===== config.mk =====
export PLATFORM = sky130hd
export DESIGN_NAME = mem_access_stage
export DESIGN_NICKNAME = d
export VERILOG_FILES = /design/src/rtl/mem_access_stage.sv
export SDC_FILE = /design/constraint.sdc
export NUM_CORES = 1
export LEC_CHECK = 0
export CAP_MARGIN = 20
export CORE_UTILIZATION = 25
export CTS_CLUSTER_DIAMETER = 60
export DETAILED_ROUTE_END_ITERATION = 16
export GPL_TIMING_DRIVEN = 0
export PLACE_DENSITY_LB_ADDON = 0.12
export SETUP_SLACK_MARGIN = 0.2
export SYNTH_ARGS = -nofsm -noshare
export SYNTH_HDL_FRONTEND = slang
export SYNTH_SLANG_ARGS = --single-unit

===== constraint.sdc =====
create_clock -name clk -period 2.2 [get_ports clk]
set_input_delay 0.22 -clock clk [delete_from_list [all_inputs] [get_ports clk]]
set_output_delay 0.22 -clock clk [all_outputs]
set_load 0.1 [all_outputs]

===== src/rtl/mem_access_stage.sv =====
// Memory stage of the RISC-V pipeline: consumes one EX/MEM entry per handshake,
// performs the load/store over a req/ack bus with a bounded wait, and registers the MEM/WB result.
module mem_access_stage #(
  parameter int MAX_WAIT = 15
) (
  input  logic        clk,
  input  logic        rst_n,
  input  logic        in_valid,
  output logic        in_ready,
  input  logic        mem_read_in,
  input  logic        mem_write_in,
  input  logic        mem_to_reg_in,
  input  logic        reg_write_in,
  input  logic        jal_in,
  input  logic [31:0] alu_result_in,
  input  logic [31:0] store_data_in,
  input  logic [31:0] pc4_in,
  input  logic [4:0]  rd_addr_in,
  output logic        dmem_req,
  output logic        dmem_we,
  output logic [31:0] dmem_addr,
  output logic [31:0] dmem_wdata,
  input  logic        dmem_ack,
  input  logic [31:0] dmem_rdata,
  output logic        wb_valid,
  output logic        wb_reg_write,
  output logic [4:0]  wb_rd_addr,
  output logic [31:0] wb_data,
  output logic        mem_misaligned,
  output logic        mem_timeout
);

  // Handshake: an entry transfers on a rising edge with in_valid && in_ready;
  // upstream must hold the entry stable while in_ready is low.

  typedef enum logic {IDLE = 1'b0, WAIT = 1'b1} state_t;

  localparam logic [7:0] LAST_CNT = 8'(MAX_WAIT - 1);

  state_t      state, state_nxt;
  logic [7:0]  wait_cnt;

  logic        lat_reg_write, lat_jal, lat_load;
  logic [4:0]  lat_rd;
  logic [31:0] lat_alu, lat_pc4;

  logic        accept, mem_op, misaligned, start_access, ack_done, timed_out;

  logic        wb_valid_nxt, wb_reg_write_nxt, mis_nxt, tmo_nxt;
  logic [4:0]  wb_rd_nxt;
  logic [31:0] wb_data_nxt;

  assign in_ready     = (state == IDLE);
  assign accept       = in_valid && in_ready;
  assign mem_op       = mem_read_in || mem_write_in;
  assign misaligned   = (alu_result_in[1:0] != 2'b00);
  assign start_access = accept && mem_op && !misaligned;
  assign ack_done     = (state == WAIT) && dmem_ack;
  // An ack in the last allowed cycle takes priority over abandoning the access.
  assign timed_out    = (state == WAIT) && !dmem_ack && (wait_cnt == LAST_CNT);

  always_ff @(posedge clk or negedge rst_n) begin
    if (!rst_n) state <= IDLE;
    else        state <= state_nxt;
  end

  always_comb begin
    state_nxt = state;
    case (state)
      IDLE: if (start_access) state_nxt = WAIT;
      WAIT: if (ack_done || timed_out) state_nxt = IDLE;
      default: state_nxt = IDLE;
    endcase
  end

  always_comb begin
    wb_valid_nxt     = 1'b0;
    wb_reg_write_nxt = 1'b0;
    wb_rd_nxt        = wb_rd_addr;
    wb_data_nxt      = wb_data;
    mis_nxt          = 1'b0;
    tmo_nxt          = mem_timeout;
    if (accept && !start_access) begin
      wb_valid_nxt     = 1'b1;
      wb_reg_write_nxt = reg_write_in && !(mem_op && misaligned);
      wb_rd_nxt        = rd_addr_in;
      wb_data_nxt      = jal_in ? pc4_in : alu_result_in;
      mis_nxt          = mem_op && misaligned;
    end else if (ack_done) begin
      wb_valid_nxt     = 1'b1;
      wb_reg_write_nxt = lat_reg_write;
      wb_rd_nxt        = lat_rd;
      wb_data_nxt      = lat_jal ? lat_pc4 : (lat_load ? dmem_rdata : lat_alu);
    end else if (timed_out) begin
      wb_valid_nxt     = 1'b1;
      wb_rd_nxt        = lat_rd;
      wb_data_nxt      = lat_jal ? lat_pc4 : lat_alu;
      tmo_nxt          = 1'b1;
    end
  end

  always_ff @(posedge clk or negedge rst_n) begin
    if (!rst_n) begin
      wb_valid       <= 1'b0;
      wb_reg_write   <= 1'b0;
      wb_rd_addr     <= '0;
      wb_data        <= '0;
      mem_misaligned <= 1'b0;
      mem_timeout    <= 1'b0;
      dmem_req       <= 1'b0;
      dmem_we        <= 1'b0;
      dmem_addr      <= '0;
      dmem_wdata     <= '0;
      wait_cnt       <= '0;
      lat_reg_write  <= 1'b0;
      lat_jal        <= 1'b0;
      lat_load       <= 1'b0;
      lat_rd         <= '0;
      lat_alu        <= '0;
      lat_pc4        <= '0;
    end else begin
      wb_valid       <= wb_valid_nxt;
      wb_reg_write   <= wb_reg_write_nxt;
      wb_rd_addr     <= wb_rd_nxt;
      wb_data        <= wb_data_nxt;
      mem_misaligned <= mis_nxt;
      mem_timeout    <= tmo_nxt;
      if (start_access) begin
        // Read+write together is a store, so it never returns load data.
        dmem_req      <= 1'b1;
        dmem_we       <= mem_write_in;
        dmem_addr     <= {alu_result_in[31:2], 2'b00};
        dmem_wdata    <= store_data_in;
        wait_cnt      <= '0;
        lat_reg_write <= reg_write_in;
        lat_jal       <= jal_in;
        lat_load      <= mem_read_in && !mem_write_in && mem_to_reg_in;
        lat_rd        <= rd_addr_in;
        lat_alu       <= alu_result_in;
        lat_pc4       <= pc4_in;
      end else if (ack_done || timed_out) begin
        dmem_req      <= 1'b0;
      end else if (state == WAIT) begin
        wait_cnt      <= wait_cnt + 8'd1;
      end
    end
  end

endmodule


Word level (Yosys, flattened, before mapping)

Cells that the tools add are included.

Latch bits: 0
RAM bits: 0
Memories kept: 0
Input bits: 142
Output and inout bits: 108
Bits in read-only memories: 0
Word-level logic and storage cells: 72
Flip-flop bits (word level): 186

$lt $le $gt $ge: 0
Equal/unequal tests: 2
Bitwise operators: 3
$add $sub $neg: 1
Multiplexer cells: 24
Shift operators: 0
Divide/modulo/power cells: 0
Multipliers: 0
Reduce and logical (&&, ||, !) cells: 24

Operators by type and width:

| operator                                                        | number |
|---|---|
| 32-bit two-way mux                                              | 7 |
| 8-bit two-way mux                                               | 3 |
| 5-bit two-way mux                                               | 3 |
| 1-bit logical AND                                               | 11 |
| 1-bit two-way mux                                               | 10 |
| 8-bit by 1-bit adder with 8-bit output, second input constant   | 1 |
| 8-bit by 4-bit == test with 1-bit output, second input constant | 1 |
| 2-bit nonzero test                                              | 3 |
| 1-bit logical NOT                                               | 5 |
| 1-bit inverter                                                  | 3 |
| 3-bit AND reduction                                             | 1 |
| 3-bit nonzero test                                              | 1 |
| 1-bit logical OR                                                | 2 |
| 2-bit != test, second input constant                            | 1 |
| 1-bit one-hot mux with 2 select lines                           | 1 |
| 2-bit AND reduction                                             | 1 |

Longest topological paths before layout

Gate-level depths: netlist of run 1.

Word-level depth: 8
Gate-level depth with buffers: 8
Mapped depth without buffers: 6

Worst setup path after synthesis of run 1

No wires, ideal clock.

Path kind: flip-flop to flip-flop
From: reg wait_cnt[0]
To: reg wb_data[12]
Period minus slack after synthesis: 1.699 ns
Library setup time: 0.120 ns
Buffers on the path: 2
Required time: 2.080 ns
Slack: 0.501 ns
Arrival: 1.579 ns
Cell stages (with the launch flop): 9
Cell sequence: dfrtp_1 -> inv_1 -> ha_1 -> nor4b_4 -> a32oi_1 -> buf_6 -> buf_6 -> o32ai_2 -> a21o_1

Word-level cells in the longest chain between the ends: 3

Ends and longest elaborated chain:

| element                                  | line | source |
|---|---|---|
| from (decl)                              | 41   | `logic [7:0] wait_cnt;` |
| from (signal assigned)                   | 144  | `wait_cnt <= wait_cnt + 8'd1;` |
| 8-bit by 4-bit == test with 1-bit output | 60   | `assign timed_out = (state == WAIT) && !dmem_ack && (wait_cnt == LAST_CNT);` |
| 1-bit logical AND                        | 60   |  |
| 3-bit nonzero test (no line)             | --   |  |
| to (signal assigned)                     | 125  | `wb_data <= wb_data_nxt;` |
| to (decl)                                | 28   | `output logic [31:0] wb_data,` |

No other way between the ends.
A chain may end at the register's enable or synchronous reset.

==> flow_summary.toml, run 1 <==
[outcome]
outcome = "completed"

[setup_path]
worstSetupStartpointType = "flop"
timing.rr.start = "wait_cnt[0]"
path_depth = 2
critical_path_required_ps = 1980
critical_path_class = "flop to output pin"
worstSetupEndpointType = "output pin"
cp_cell_sequence = "buf_4, clkdlybuf4s15_1"
cp_top_family = "buffers and inverters"
cp_slowest_stage_delay_ps = 810
worst_path_max_delay_cell = "clkdlybuf4s15_1"
rr_worst_depth = 7
critPathArrivalTime_ps = 1730
cp_max_fo = 3
startpoint = "lat_alu[3]"
critPathBufInv = 2

[timing]
setup_violations = 0
post-route-min-period_ps = 1950
slew_violations = 0
tightestPinTransition_ps = 1030
fmax_ghz = 0.514
finalCritPeriodShare_pct = 88.5
rsz0062_at_grt = "false"
relSlewSlack_pct = 31.4
finClkSkew_ps = 21.2
fin_ws_ps = 253
hold_viol_final = 0

[cts]
clockBufferDepth = 2
clock-root-buffer = "clkbuf_16"
insertion_delay_ps = 430
cts_tree = "done"
cts.sinks = 156
cts_buffers = 17
htree_num_levels = 4
clk_pin_slew_ps = 70

[final_layout]
drive_above_1_share_pct = 14.0
fillers = 3198
area_growth_pct = 45.2
layout.nets = 1236

[power]
p_per_area_nw_per_um2 = 1040
power_leakage_uw = 0.00567
peakVddDrop_v = 0.000495
fin_total_pwr_uw = 11700

[drt]
drtIter0Drc = 302
drt-pass1-iter-count = 5
routedWlPerCell_microns = 18.6
viasPerCell = 4.41
routed_wl_microns = 27900
ant_nets = 0
drcViolationCount = 0
vias = 6623

[grt]
track_usage_pct = 18.1
grt_pass1_wl_microns = 42500
grt_max_degree = 88
grt-ovfl-total = 0
grt_pass1_vias = 6982
antenna_found_initial = 1

[logic_synthesis]
yosysWarningCount = 0
async_flop_share_pct = 100
syn-cell-area_sq_um = 7780
synth_cells = 822
seq_area_frac_synth_pct = 50.2
ys.flop_type = "dfrtp_1"
syn_area_per_cell_sq_um = 9.46
ys_types = 38
synth-seq-cells = 156
synth_edf_count = 0

[floorplanning]
rows = 64
core_sq_um = 30600
die_area_sq_um = 31800
fp.dieW_microns = 178
io_pins = 250
die_h_microns = 178
initial_core_util_pct = 25.4

[hold_path]
hold_path_class = "input port to flop"
hold_start = "store_data_in[26]"
hold_depth = 3

[place]
pre_cts_ws_ps = -317
port_buffers = 245
hpwl_microns = 19600
gp_congestion = 0.741

[flow_run]
drv_cap = 0
layer usage:
metal	track usage, %	routed length [microns]	vias up
met5	0	11	-
met4	4.45	183	2
met3	4.26	1700	10
met2	29.5	13200	176
met1	23.9	12800	3148
li1	-	-	3287
metrics by stage:
stage          instance area, sq um  hold WS [ps]  cells  util (%)  TNS (ps)
5_1_grt                       11300           302   1500      36.9         0
3_3_place_gp                  10700           458   1464      35.1  -1025770
6_report                      11300           319   1502      36.9         0
3_5_place_dp                  10800           245   1465      35.2    -17880
2_1_floorplan                  7780         -75.6    823         -         0
4_1_cts                       11300           296   1497      36.9         0
timing repair:
| action | 4_1_cts | 5_1_grt |
|---|---|---|
| hold buffers | 1 | 0 |
| resized for setup | 138 | 65 |
| setup endpoints to repair | 154 | 140 |
| hold endpoints to repair | 69 | 0 |
| setup buffers | 0 | 3 |
Yosys cell counts (4+ instances only):
master | count | area (sq um)
nand2_1 | 317 | 1190
dfrtp_1 | 156 | 3900
mux2i_1 | 38 | 380
clkbuf_1 | 36 | 135
nor2b_1 | 34 | 213
a211oi_1 | 32 | 240
a21o_1 | 32 | 240
and4_1 | 32 | 280
buf_4 | 32 | 240
o32ai_2 | 20 | 325
buf_2 | 15 | 75.1
o32ai_1 | 12 | 105
nor2_1 | 11 | 41.3
a21oi_1 | 6 | 30.0
buf_6 | 6 | 67.6
and2_1 | 4 | 25.0
buf_1 | 4 | 15.0
inv_1 | 4 | 15.0
nand3_1 | 4 | 20.0
cell families after synthesis:
group | count (synthesis) | share of synthesized area, %
other | 1 | 0.0482
xor gates and xnor gates | 3 | 0.338
DFF | 156 | 50.2
muxes | 38 | 4.89
AOI/OAI and AO/OA | 110 | 13.0
and+or+nand+nor | 415 | 24.2
adders and majority gates | 2 | 0.322
buffers and inverters | 97 | 7.05
where the power goes:
part           switching [uW]  internal, uW  leakage [uW]  total [uW]
Clock                    1300          1830      0.000287        3130
Combinational            3740          1190       0.00342        4930
Sequential                307          3380       0.00197        3690
cells in the final DEF, fill, tap and decap left out, types with 3 or more instances in the layout:
cell / n
nor2b_1: 33
mux2i_1: 38
clkbuf_2: 32
clkdlybuf4s50_1: 138
a21oi_1: 6
a211oi_1: 29
clkbuf_4: 6
nand3_1: 3
buf_6: 6
clkdlybuf4s15_1: 11
and2_1: 4
buf_2: 11
o32ai_2: 20
inv_1: 4
clkbuf_1: 22
clkinvlp_4: 3
inv_6: 4
and4_1: 32
o32ai_1: 12
a21o_1: 32
buf_4: 37
dlygate4sd2_1: 75
nor2_1: 11
clkbuf_16: 17
a211oi_2: 3
bufinv_16: 3
nand2_1: 317
dfrtp_1: 156
tightest hold or removal path: stages:
cell and delay (ps):
clkdlybuf4s50_1 390, nand2_1 50, nand2_1 40
registers in the layout (all words and copies together) (netlist names):
name and flops:
dmem_wdata 32, lat_alu 32, lat_pc4 32, wb_data 32, wait_cnt 8, lat_rd 5
wb_rd_addr 5, dmem_req 1, dmem_we 1, lat_jal 1, lat_load 1, lat_reg_write 1
mem_misaligned 1, mem_timeout 1, state 1, wb_reg_write 1, wb_valid 1
area by class of cell:
cell class / instances / area (sq um) / area share (%)
sequential: 156 / 3900 / 34.6
multi-input combinational: 570 / 3360 / 29.7
timing repair buffer: 250 / 2340 / 20.7
buffer: 93 / 576 / 5.10
tap: 396 / 495 / 4.39
clock buffer: 19 / 443 / 3.92
clock inverter: 12 / 161 / 1.43
inverter: 4 / 15.0 / 0.133
antenna: 2 / 5.00 / 0.0443
path summary, 6_finish.rpt:
check / endpoint / slack, ps
setup / recovery: dmem_addr[3] / 250
hold / removal: dmem_wdata[26] / 320
setup reg to reg: wb_data[27] / 310
hold reg to reg: wb_data[31] / 470
max in group asynchronous: lat_alu[1] / 990
min in group asynchronous: wb_data[25] / 330
Power figures use the tool's default switching activity.
==> run 2, diff against run 1 <==
--- a/config.mk
+++ b/config.mk
@@ -11,7 +11,9 @@
 export DETAILED_ROUTE_END_ITERATION = 16
 export GPL_TIMING_DRIVEN = 0
 export PLACE_DENSITY_LB_ADDON = 0.12
+export RECOVER_POWER = 50
 export SETUP_SLACK_MARGIN = 0.2
+export SKIP_CTS_REPAIR_TIMING = 1
 export SYNTH_ARGS = -nofsm -noshare
 export SYNTH_HDL_FRONTEND = slang
 export SYNTH_SLANG_ARGS = --single-unit
==> run 2 against run 1 <==
Effect of this change:
- sequential share of layout area shrank 0.91 points
- clock skew shrank 1.1 ps
- via count grew 0.74%
- final cell count shrank 0.20%
- design area grew 2.7%
- critical path depth grew 5
- global-route usage is essentially flat
- routed wire length grew 0.28%
- first-iteration DRC count grew 0.33%
- non-clock buffer count shrank 2
- critical path type is now flop to flop
- highest routed layer unchanged
==> flow_summary.toml, run 2 (synthesis results as in run 1) <==
[drt]
ant_nets = 0
viasPerCell = 4.45
drcViolationCount = 0
drt-pass1-iter-count = 4
drtIter0Drc = 303
routed_wl_microns = 28000
routedWlPerCell_microns = 18.7
vias = 6672

[setup_path]
critPathArrivalTime_ps = 2330
cp_cell_sequence = "nor2b_1, and3b_1, buf_2, clkbuf_4, clkbuf_4, nand2_1, nand2_1"
critical_path_required_ps = 2550
worst_path_max_delay_cell = "dfrtp_1"
cp_top_family = "buffers and inverters"
worstSetupEndpointType = "flop"
r2r_end = "lat_pc4[30]"
worstSetupStartpointType = "flop"
rr_worst_depth = 7
cp_max_fo = 10
reg2reg_slack_ps = 220
cp_slowest_stage_delay_ps = 410
critPathBufInv = 3
critical_path_class = "flop to flop"
timing.rr.start = "state"

[flow_run]
drv_cap = 0

[final_layout]
final_common_cell = "nand2_1"
drive_above_1_share_pct = 12.5
final_cell_mix = "317 x nand2_1, 156 x dfrtp_1, 137 x clkdlybuf4s50_1, 89 x dlymetal6s2s_1, 38 x mux2i_1"
layout.nets = 1234
fin_cells = 1499
multi_input_comb_area_sq_um = 3380
fin_util_pct = 37.9
register_area_sq_um = 3900
fillers = 3156
area_growth_pct = 49.2

[floorplanning]
initial_core_util_pct = 25.4
core_sq_um = 30600
io_pins = 250
rows = 64
die_h_microns = 178
die_area_sq_um = 31800
fp.dieW_microns = 178

[timing]
rsz0062_at_grt = "true"
setup_violations = 0
tightestPinTransition_ps = 1220
hold_viol_final = 0
fmax_ghz = 0.506
hold_ws_ps = 317
slew_violations = 0
finalCritPeriodShare_pct = 89.9
finClkSkew_ps = 20.1
relSlewSlack_pct = 18.9
post-route-min-period_ps = 1980
finalSetupTns_ps = 0

[place]
hpwl_microns = 19600
dp_cells = 1465
port_buffers = 245
gp_congestion = 0.741

[grt]
antenna_found_initial = 1
grt-ovfl-total = 0
grt_max_degree = 88
grt_pass1_wl_microns = 42500
track_usage_pct = 18.0
grt_pass1_vias = 6961

[cts]
htree_num_levels = 4
clockBufferDepth = 2
cts.sinks = 156
clk_pin_slew_ps = 70
cts_buffers = 17
clock-root-buffer = "clkbuf_16"
cts_tree = "done"
insertion_delay_ps = 430

[outcome]
outcome = "completed"

[hold_path]
hold_start = "store_data_in[26]"
worstHoldEndpoint = "dmem_wdata[26]"
hold_depth = 3
hold_path_class = "input port to flop"

[power]
power_leakage_uw = 0.00651
peakVddDrop_v = 0.000489
p_per_area_nw_per_um2 = 1030
## run 2: worst max-delay path by stage
| stage | from | slack [ps] | cells after the start | end |
|---|---|---|---|---|
| 3_5_place_dp | mem_write_in | -320 | 6 | wb_data[27] |
| 6_report | state | 220 | 7 | lat_pc4[30] |
| 5_1_grt | mem_write_in | 80 | 7 | lat_pc4[17] |
| 4_1_cts | state | -440 | 3 | in_ready |
| 2_1_floorplan | wait_cnt[0] | 500 | 8 | wb_data[12] |
| 3_3_place_gp | rst_n | -6480 | 1 | wb_data[5] |
## run 2: per-stage QoR
| step | power, uW | cell area (sq um) | worst slack, ps |
|---|---|---|---|
| 6_report | 11900 | 11600 | 222 |
| 3_5_place_dp | 8930 | 10800 | -317 |
| 3_3_place_gp | 8920 | 10700 | -6480 |
| 2_1_floorplan | 7450 | 7780 | 501 |
| 5_1_grt | 12400 | 11600 | 81.9 |
| 4_1_cts | 12100 | 11400 | -440 |
## run 2: layout make-up
| class | count | share of cell area (%) |
|---|---|---|
| diodes | 1 | 0.0216 |
| plain buffers | 93 | 5.06 |
| clock buffers | 19 | 3.82 |
| clock inverters | 12 | 1.39 |
| inverters | 4 | 0.129 |
| multi-input cells | 570 | 29.1 |
| flip-flops and latches | 156 | 33.7 |
| well taps | 396 | 4.27 |
| repair buffers | 248 | 22.5 |
## run 2: worst min-delay path: stages
cell and delay (ps):
clkdlybuf4s50_1 390, nand2_1 50, nand2_1 40
## run 2: routing by layer
metal	wire length [microns]	global-route usage (%)	vias to the layer above	part of all wire (%)
li1	-	-	3285	-
met1	12800	24.0	3192	46
met2	13300	29.4	179	47
met3	1720	4.28	14	6.1
met4	239	4.45	2	0.85
met5	11	0	-	0.039
## run 2: where the power goes
| part | total [uW] | internal (uW) | switching [uW] |
|---|---|---|---|
| clock network | 3140 | 1830 | 1310 |
| logic | 5090 | 1360 | 3730 |
| registers | 3690 | 3380 | 315 |
